<file path="config.mk">
export PLATFORM = sky130hd
export DESIGN_NAME = proc_control_unit
export DESIGN_NICKNAME = d
export VERILOG_FILES = /design/src/rtl/proc_control_unit.sv
export SDC_FILE = /design/constraint.sdc
export NUM_CORES = 1
export LEC_CHECK = 0
export BUFFER_PORTS_ARGS = -buffer_cell sky130_fd_sc_hd__buf_2
export CAP_MARGIN = 30
export CELL_PAD_IN_SITES_DETAIL_PLACEMENT = 1
export CELL_PAD_IN_SITES_GLOBAL_PLACEMENT = 2
export CORE_MARGIN = 1.5
export CORE_UTILIZATION = 28
export CTS_BUF_LIST = sky130_fd_sc_hd__clkbuf_8
export DETAILED_ROUTE_END_ITERATION = 12
export PLACE_DENSITY = 0.88
export REMOVE_ABC_BUFFERS = 1
export SLEW_MARGIN = 20
export SYNTH_ARGS = -nofsm -noshare
export SYNTH_HDL_FRONTEND = slang
export SYNTH_SLANG_ARGS = --single-unit
</file>
<file path="constraint.sdc">
create_clock -name clk_addr -period 2.7 [get_ports clk_addr]
set_input_delay 0.54 -clock clk_addr [delete_from_list [all_inputs] [get_ports clk_addr]]
set_output_delay 0.54 -clock clk_addr [all_outputs]
set_load 0.01 [all_outputs]
</file>
<file path="src/rtl/proc_control_unit.sv">
// Control unit for simple_processor: fetches instruction words from a synchronous ROM,
// decodes them and sequences register-file, accumulator, ALU and G strobes over a shared bus.
module proc_control_unit #(
    parameter int ADDR_WIDTH = 5,
    parameter int DATA_WIDTH = 16
) (
    input  logic                  clk_addr,
    input  logic                  reset,
    input  logic                  run,
    input  logic [DATA_WIDTH-1:0] DIN,
    output logic [ADDR_WIDTH-1:0] addr,
    output logic                  IR_in,
    output logic [7:0]            R_in,
    output logic [7:0]            R_out,
    output logic                  DIN_out,
    output logic                  G_out,
    output logic                  A_in,
    output logic                  G_in,
    output logic [1:0]            alu_op,
    output logic                  done,
    output logic                  halted
);

    typedef enum logic [2:0] {FETCH, DECODE, T1, T2, T3, HALT} state_t;

    localparam logic [2:0] OP_MV   = 3'b000;
    localparam logic [2:0] OP_MVI  = 3'b001;
    localparam logic [2:0] OP_ADD  = 3'b010;
    localparam logic [2:0] OP_SUB  = 3'b011;
    localparam logic [2:0] OP_AND  = 3'b100;
    localparam logic [2:0] OP_HALT = 3'b111;

    state_t     state;
    logic [8:0] ir;
    logic [2:0] opcode;
    logic [2:0] rx;
    logic [2:0] ry;
    logic       is_alu;
    logic       unused_din;

    // Only the opcode/X/Y fields of an instruction word matter; the rest is ignored.
    assign unused_din = ^DIN;
    assign opcode     = ir[8:6];
    assign rx         = ir[5:3];
    assign ry         = ir[2:0];
    assign is_alu     = (opcode == OP_ADD) || (opcode == OP_SUB) || (opcode == OP_AND);

    always_ff @(posedge clk_addr or posedge reset) begin
        if (reset) begin
            state <= FETCH;
            addr  <= '0;
            ir    <= '0;
        end else begin
            case (state)
                FETCH: begin
                    if (run) state <= DECODE;
                end
                DECODE: begin
                    ir    <= DIN[DATA_WIDTH-1 -: 9];
                    addr  <= addr + ADDR_WIDTH'(1);
                    state <= T1;
                end
                T1: begin
                    if (opcode == OP_HALT)
                        state <= HALT;
                    else if (opcode == OP_MVI || is_alu)
                        state <= T2;
                    else
                        state <= FETCH;
                end
                T2: begin
                    // The mvi immediate has been consumed, so step past it.
                    if (opcode == OP_MVI) begin
                        addr  <= addr + ADDR_WIDTH'(1);
                        state <= FETCH;
                    end else begin
                        state <= T3;
                    end
                end
                T3:      state <= FETCH;
                HALT:    state <= HALT;
                default: state <= FETCH;
            endcase
        end
    end

    // Strobes decode straight from state and IR, so reset clears them without waiting for a clock.
    always_comb begin
        IR_in   = 1'b0;
        R_in    = 8'h00;
        R_out   = 8'h00;
        DIN_out = 1'b0;
        G_out   = 1'b0;
        A_in    = 1'b0;
        G_in    = 1'b0;
        alu_op  = 2'b00;
        done    = 1'b0;
        halted  = 1'b0;
        case (state)
            DECODE: IR_in = 1'b1;
            T1: begin
                if (opcode == OP_MV) begin
                    R_out = 8'b1 << ry;
                    R_in  = 8'b1 << rx;
                    done  = 1'b1;
                end else if (is_alu) begin
                    R_out = 8'b1 << rx;
                    A_in  = 1'b1;
                end else if (opcode != OP_MVI && opcode != OP_HALT) begin
                    done = 1'b1;
                end
            end
            T2: begin
                if (opcode == OP_MVI) begin
                    DIN_out = 1'b1;
                    R_in    = 8'b1 << rx;
                    done    = 1'b1;
                end else if (is_alu) begin
                    R_out = 8'b1 << ry;
                    G_in  = 1'b1;
                    if (opcode == OP_SUB)
                        alu_op = 2'b01;
                    else if (opcode == OP_AND)
                        alu_op = 2'b10;
                end
            end
            T3: begin
                if (is_alu) begin
                    G_out = 1'b1;
                    R_in  = 8'b1 << rx;
                    done  = 1'b1;
                end
            end
            HALT:    halted = 1'b1;
            default: ;
        endcase
    end

endmodule
</file>
==> summary.txt, run 1 <==
Starting Density = 29.8%
Outcome = finished clean
RSZ-0062 raised after global routing = no
Fin. max-slew vios = 0
Vias after detailed routing = 1047
Fraction of layout cells with a size suffix above 1 = 51.0%
Min-delay worst type = in2async
Worst setup endpoint = R_out[5]
H-tree depth = 1
Routed len/inst = 15.5 µm
CP Data Required Time = 2160 ps
CP max-delay cell = dfrtp_2
Core ar. = 0.00374 mm²
Pin count of the biggest net entering global routing = 18
Non-filler instance count after layout = 201
Syn avg cell area = 9.98 µm²
Die height = 66.2 µm
Leakage = 0.000635 µW
Synth Cell Area = 0.00112 mm²
Sequential share of the synthesized area = 38.1%
Reg-to-reg endpoint = addr[1]
Gate Count Post-Synth = 112
GPL Wtd Cong = 0.850
DRC viols = 0
CTS root buffer = clkbuf_8
Worst r2r path cells = 3
P per Cell Area = 1140 mW/mm²
CP peak stage delay = 460 ps
Crit path launch = ir[6]
Setup_tns = 0 ps
Tmin final = 2620 ps
Worst skew pair latency = 250 ps
Initial antenna violation count = 0
Setup CP Type = reg2out
CTS buffer count = 3
Max-Cap Viols = 0
CTS tree = built
Via/cell ratio = 5.21
Tcrit/Tclk final = 97.0%
Fmax = 382 MHz
Remaining antenna violation count after routing = 0
YS warnings = 0
Fill count = 456
Setup Buffers After CTS = 0
Setup crit start kind = flop
R2r setup slk = 940 ps
Synth-to-Final Area Change = 29.7%
DPL Wire Length = 2430 µm
Peak supply drop = 0.000456 V
Launching point of the worst reg2reg path = ir[8]
Final Skew = 4.57 ps
First-pass GRT wire length = 4980 µm
Nature of the critical path endpoint = primary output
CTS Hold Bufs = 0
Endpoints failing hold = 0
Router iterations before antenna repair = 4
Die Area = 0.00438 mm²
Vias in the first global route = 1044
CP Cell Sequence = or3b_4 > and2_4 > mux2_4 > o32ai_1 > buf_2
#FFs+latches synth = 17
All-layer global routing usage = 14.8%
# clock sinks = 17
CP arrival = 2080 ps
Grt total ovfl = 0
Port bufs = 41
DRT iter0 DRCs = 44
Std cell rows = 22
Critical path peak fanout = 9
Final setup fails = 0
Final nets = 174
FF+latch area = 430 µm²
Multi-input logic area = 677 µm²
Slew @ Worst Pin = 659 ps
Relative slew slack = 56.0%
Die width = 66.2 µm
CTS max path bufs = 2
Count of cell types in the netlist = 40
DP Cell Count = 197
Inserted Diodes = 0
I/O pins = 49
Final wirelength = 3110 µm
Clk slew on worst S/H paths = 70 ps
[cell usage after synthesis]
library cell	number	area share (%)
dfrtp_1	17	38
mux2_2	10	10
nand2b_1	10	5.6
nand2_1	5	1.7
nor3_1	5	2.2
o32ai_1	5	3.9
nand3b_1	4	2.7
nor3b_1	4	2.7
nor2_1	3	1.0
o21ai_0	3	1.3
o22ai_1	3	1.7
or2_2	3	1.7
or3_1	3	1.7
xnor2_1	3	2.4
a21oi_1	2	0.90
buf_1	2	0.67
clkbuf_1	2	0.67
inv_1	2	0.67
nand4_1	2	1.1
nor4b_1	2	1.6
or3b_2	2	1.6
xor2_1	2	1.6
a211oi_1	1	0.67
a21boi_0	1	0.67
a21oi_2	1	0.78
a22oi_1	1	0.67
and2_4	1	0.78
buf_2	1	0.45
buf_4	1	0.67
buf_6	1	1.0
ha_1	1	1.1
mux2_4	1	1.3
mux2i_1	1	0.90
nand4b_1	1	0.78
nor2_2	1	0.56
nor3_2	1	0.90
o31ai_1	1	0.67
or2b_1	1	0.67
or3b_4	1	1.0
or4b_1	1	0.90
[logic make-up (layout without fill, tap and decap cells)]
logic type	count (synthesis)	count (layout)	synth area share (%)
multiplexers	12	12	12.3
adder cells (fa/ha/maj)	1	1	1.12
flip-flops	17	17	38.1
buffers and inverters	9	50	4.14
AO/OA/AOI/OAI	18	18	11.3
XOR/XNOR	5	5	3.92
AND/OR/NAND/NOR	50	50	29.1
[layout by cell type (no fill, tap or decap), drive strengths merged, types with 2 or more instances in the layout]
master / n
clkbuf: 3
or3b: 3
inv: 2
or2: 3
buf: 44
nand2: 5
nand4: 2
nand2b: 10
nor3: 6
o22ai: 3
o21ai: 3
nor2: 4
xor2: 2
xnor2: 3
mux2: 11
dfrtp: 17
a21oi: 3
nor3b: 4
nand3b: 4
nor4b: 2
o32ai: 5
or3: 3
[metrics by stage]
step | cell area [µm²] | total power, µW | hold WS (ps) | utilization (%) | setup WS, ps
after floorplan | 1080 | 1140 | 466 | - | 461
after global placement | 1370 | 1380 | 460 | 36.5 | 330
after detailed placement | 1370 | 1450 | 474 | 36.5 | 258
after CTS | 1420 | 1650 | 387 | 37.9 | 19.1
after global routing | 1450 | 1800 | 420 | 38.7 | 5.90
final | 1450 | 1660 | 371 | 38.7 | 81.4
[how the worst min path moves through the flow]
stage	to	startpoint	depth (start not counted)
2_1_floorplan	addr[0]	reset	1
3_3_place_gp	addr[4]	addr[4]	1
3_5_place_dp	addr[4]	addr[4]	1
4_1_cts	addr[4]	reset	2
5_1_grt	addr[4]	reset	2
6_report	ir[2]	reset	2
[power by group]
part,leakage [µW],total (µW),switching [µW],internal [µW]
logic,0.000410,875,442,432
clock network,0.0000255,187,84.3,102
registers,0.000199,596,204,392
[critical path: cells and delay by family, from the launching register on]
kind                   cells  cell delay, ps
AOI/OAI and AO/OA          1             290
buffers and inverters      1             180
DFF                        1             460
muxes                      1             300
and+or+nand+nor            2             600
[per-layer routing]
metal	share of wire (%)	vias up	GRT usage [%]	wire length, µm
met5	0	-	0	0
met4	0.93	0	4.59	29
met3	4.4	4	1.70	136
met2	51	26	26.6	1590
met1	43	527	18.3	1350
li1	-	490	-	-
[registers in the layout, indices dropped and copies added, names as in the netlist]
register	count
ir	9
addr	5
state	3
[layout make-up]
type,instances,area share [%]
inverters,2,0.518
repair buffers,44,15.7
clock buffers,3,2.85
well taps,48,4.15
flip-flops and latches,17,29.7
multi-input cells,86,46.7
clock inverters,1,0.345
[repair_timing]
action                     in CTS  in global routing
pin swaps                       0                  0
gates resized for setup         2                  7
setup endpoints to repair       4                 13
(Power assumes the default switching activity.)
==> inputs of run 2 (changes only) <==
REMOVE_ABC_BUFFERS = not set   (was 1)
==> run 2 against run 1 <==
  * Core utilization fell by 0.33 points
  * First-iteration DRC count fell by 34%
  * Clock power grew 3%
  * Clock skew rose by 2.3 ps
  * Sequential share of layout area increased by 0.35 points
  * Die area did not move
  * Worst hold slack got worse by 35 ps
  * Non-clock buffer count is 1 lower
  * Design area shrank 0.86%
  * Via count shrank 3.2%
  * Largest cell class unchanged
==> summary.txt, run 2 (same netlist as run 1, synthesis figures left out) <==
Final setup fails = 0 (unchanged)
Commonest non-fill, non-tap cell in the layout = buf_2
Peak supply drop = 0.000573 V (+26%)
Final nets = 173 (-0.57%)
Port bufs = 41 (unchanged)
First-pass GRT wire length = 4730 µm (-5.0%)
Min-delay worst type = in2async
Max reg flops = 9 (unchanged)
CP arrival = 2160 ps (+80 ps)
Clk slew on worst S/H paths = 70 ps (about the same)
Core ar. = 0.00374 mm² (unchanged)
Die height = 66.2 µm (unchanged)
CTS resizes = 3 (+1)
Syn nets = 132
Remaining antenna violation count after routing = 0 (unchanged)
Synth-to-Final Area Change = 28.6%
P per Cell Area = 1150 mW/mm² (+0.26%)
Final Skew = 6.82 ps (+2.25 ps)
H-tree depth = 1 (unchanged)
Starting Density = 29.8% (unchanged)
Setup Buffers After CTS = 0 (unchanged)
Final wirelength = 3030 µm (-2.5%)
GPL Wtd Cong = 0.727 (-14%)
Die Area = 0.00438 mm² (unchanged)
Non-filler instance count after layout = 200 (-0.50%)
Post-route cell area = 0.00144 mm² (-0.86%)
Reg-to-reg endpoint = addr[1]
Fraction of layout cells with a size suffix above 1 = 50.7% (-0.32 points)
Setup crit start kind = flop
Launching point of the worst reg2reg path = ir[8]
Slew @ Worst Pin = 600 ps (-58.8 ps)
All-layer global routing usage = 14.1% (-0.66 points)
Die width = 66.2 µm (unchanged)
Routed len/inst = 15.2 µm (-2.0%)
Fin. max-slew vios = 0 (unchanged)
R2r setup slk = 940 ps (about the same)
Worst skew pair latency = 260 ps (about the same)
DRT iter0 DRCs = 29 (-34%)
Setup CP Type = reg2out
Initial antenna violation count = 0 (unchanged)
Leakage = 0.000628 µW (-0.99%)
Relative slew slack = 59.9% (+3.9 points)
Critical path peak fanout = 13 (+4)
# clock sinks = 17 (unchanged)
Commonest cells after routing, fill and taps aside = buf_2, dfrtp_1, nand2b_1, mux2_2
CTS root buffer = clkbuf_8
Worst r2r path cells = 3 (unchanged)
Outcome = finished clean
Vias after detailed routing = 1014 (-3.2%)
CTS max path bufs = 2 (unchanged)
CTS Hold Bufs = 0 (unchanged)
RSZ-0062 raised after global routing = yes
Most flops, register = ir
Largest regs = ir (9), addr (5), state (3)
Max-Cap Viols = 0 (unchanged)
Nature of the critical path endpoint = primary output
Tmin final = 2700 ps (+77.8 ps)
Inserted Diodes = 0 (unchanged)
Router iterations before antenna repair = 4 (unchanged)
Std cell rows = 22 (unchanged)
Grt total ovfl = 0 (unchanged)
DPL Wire Length = 2280 µm (-6.2%)
I/O pins = 49 (unchanged)
DP Area = 0.00136 mm² (-0.55%)
CP Data Required Time = 2160 ps (about the same)
Pin count of the biggest net entering global routing = 18 (unchanged)
Via/cell ratio = 5.07 (-2.7%)
Endpoints failing hold = 0 (unchanged)
DP Cell Count = 196 (-0.51%)
Fmax = 371 MHz (-2.9%)
CTS buffer count = 3 (unchanged)
Vias in the first global route = 998 (-4.4%)
CTS tree = built
Tcrit/Tclk final = 99.9% (+2.9 points)
DRC viols = 0 (unchanged)
[run 2: power by group]
part / total, µW / internal, µW / switching [µW]
registers: 609 / 393 / 216
logic: 846 / 423 / 423
clock network: 192 / 103 / 89.0
total: 1650 / 919 / 728
[run 2: worst max-delay path, cell delays in order (launching register included)]
cell,delay (ps)
dfrtp_2,500
or3b_2,480
a21oi_1,310
nand2_1,210
o22ai_1,220
buf_2,160
[run 2: final cells by class]
cell class / count / area [µm²]
clock buffers: 3 / 41.3
fillers: 458 / 2310
repair buffers: 43 / 220
multi-input cells: 86 / 671
inverters: 2 / 7.51
clock inverters: 1 / 5.00
flip-flops and latches: 17 / 432
well taps: 48 / 60.1
[run 2: worst max-delay path by stage]
stage	from	slack (ps)	end	depth (start not counted)
floorplan	ir[6]	430	R_out[1]	5
global placement	ir[8]	340	R_out[1]	5
detailed placement	ir[8]	270	R_out[7]	5
CTS	state[2]	20	R_in[6]	5
global route	ir[6]	-50	R_in[7]	5
finish	state[0]	4	R_out[6]	5
[run 2: stage by stage]
step                setup TNS, ps  hold slack, ps  power, µW  utilization (%)  worst slack [ps]
global placement                0             460       1370             36.3               335
CTS                             0             365       1630             37.6              22.2
finish                          0             336       1650             38.4              3.55
detailed placement              0             472       1430             36.3               268
global route                 -120             398       1770             38.4             -46.8
floorplan                       0             466       1190                -               426
[run 2: routing by layer]
metal | vias up | track usage (%) | wire length [µm]
met5 | - | 0 | 0
met1 | 495 | 16.9 | 1280
met3 | 7 | 1.70 | 102
met4 | 0 | 7.40 | 66
li1 | 492 | - | -
met2 | 20 | 24.6 | 1580
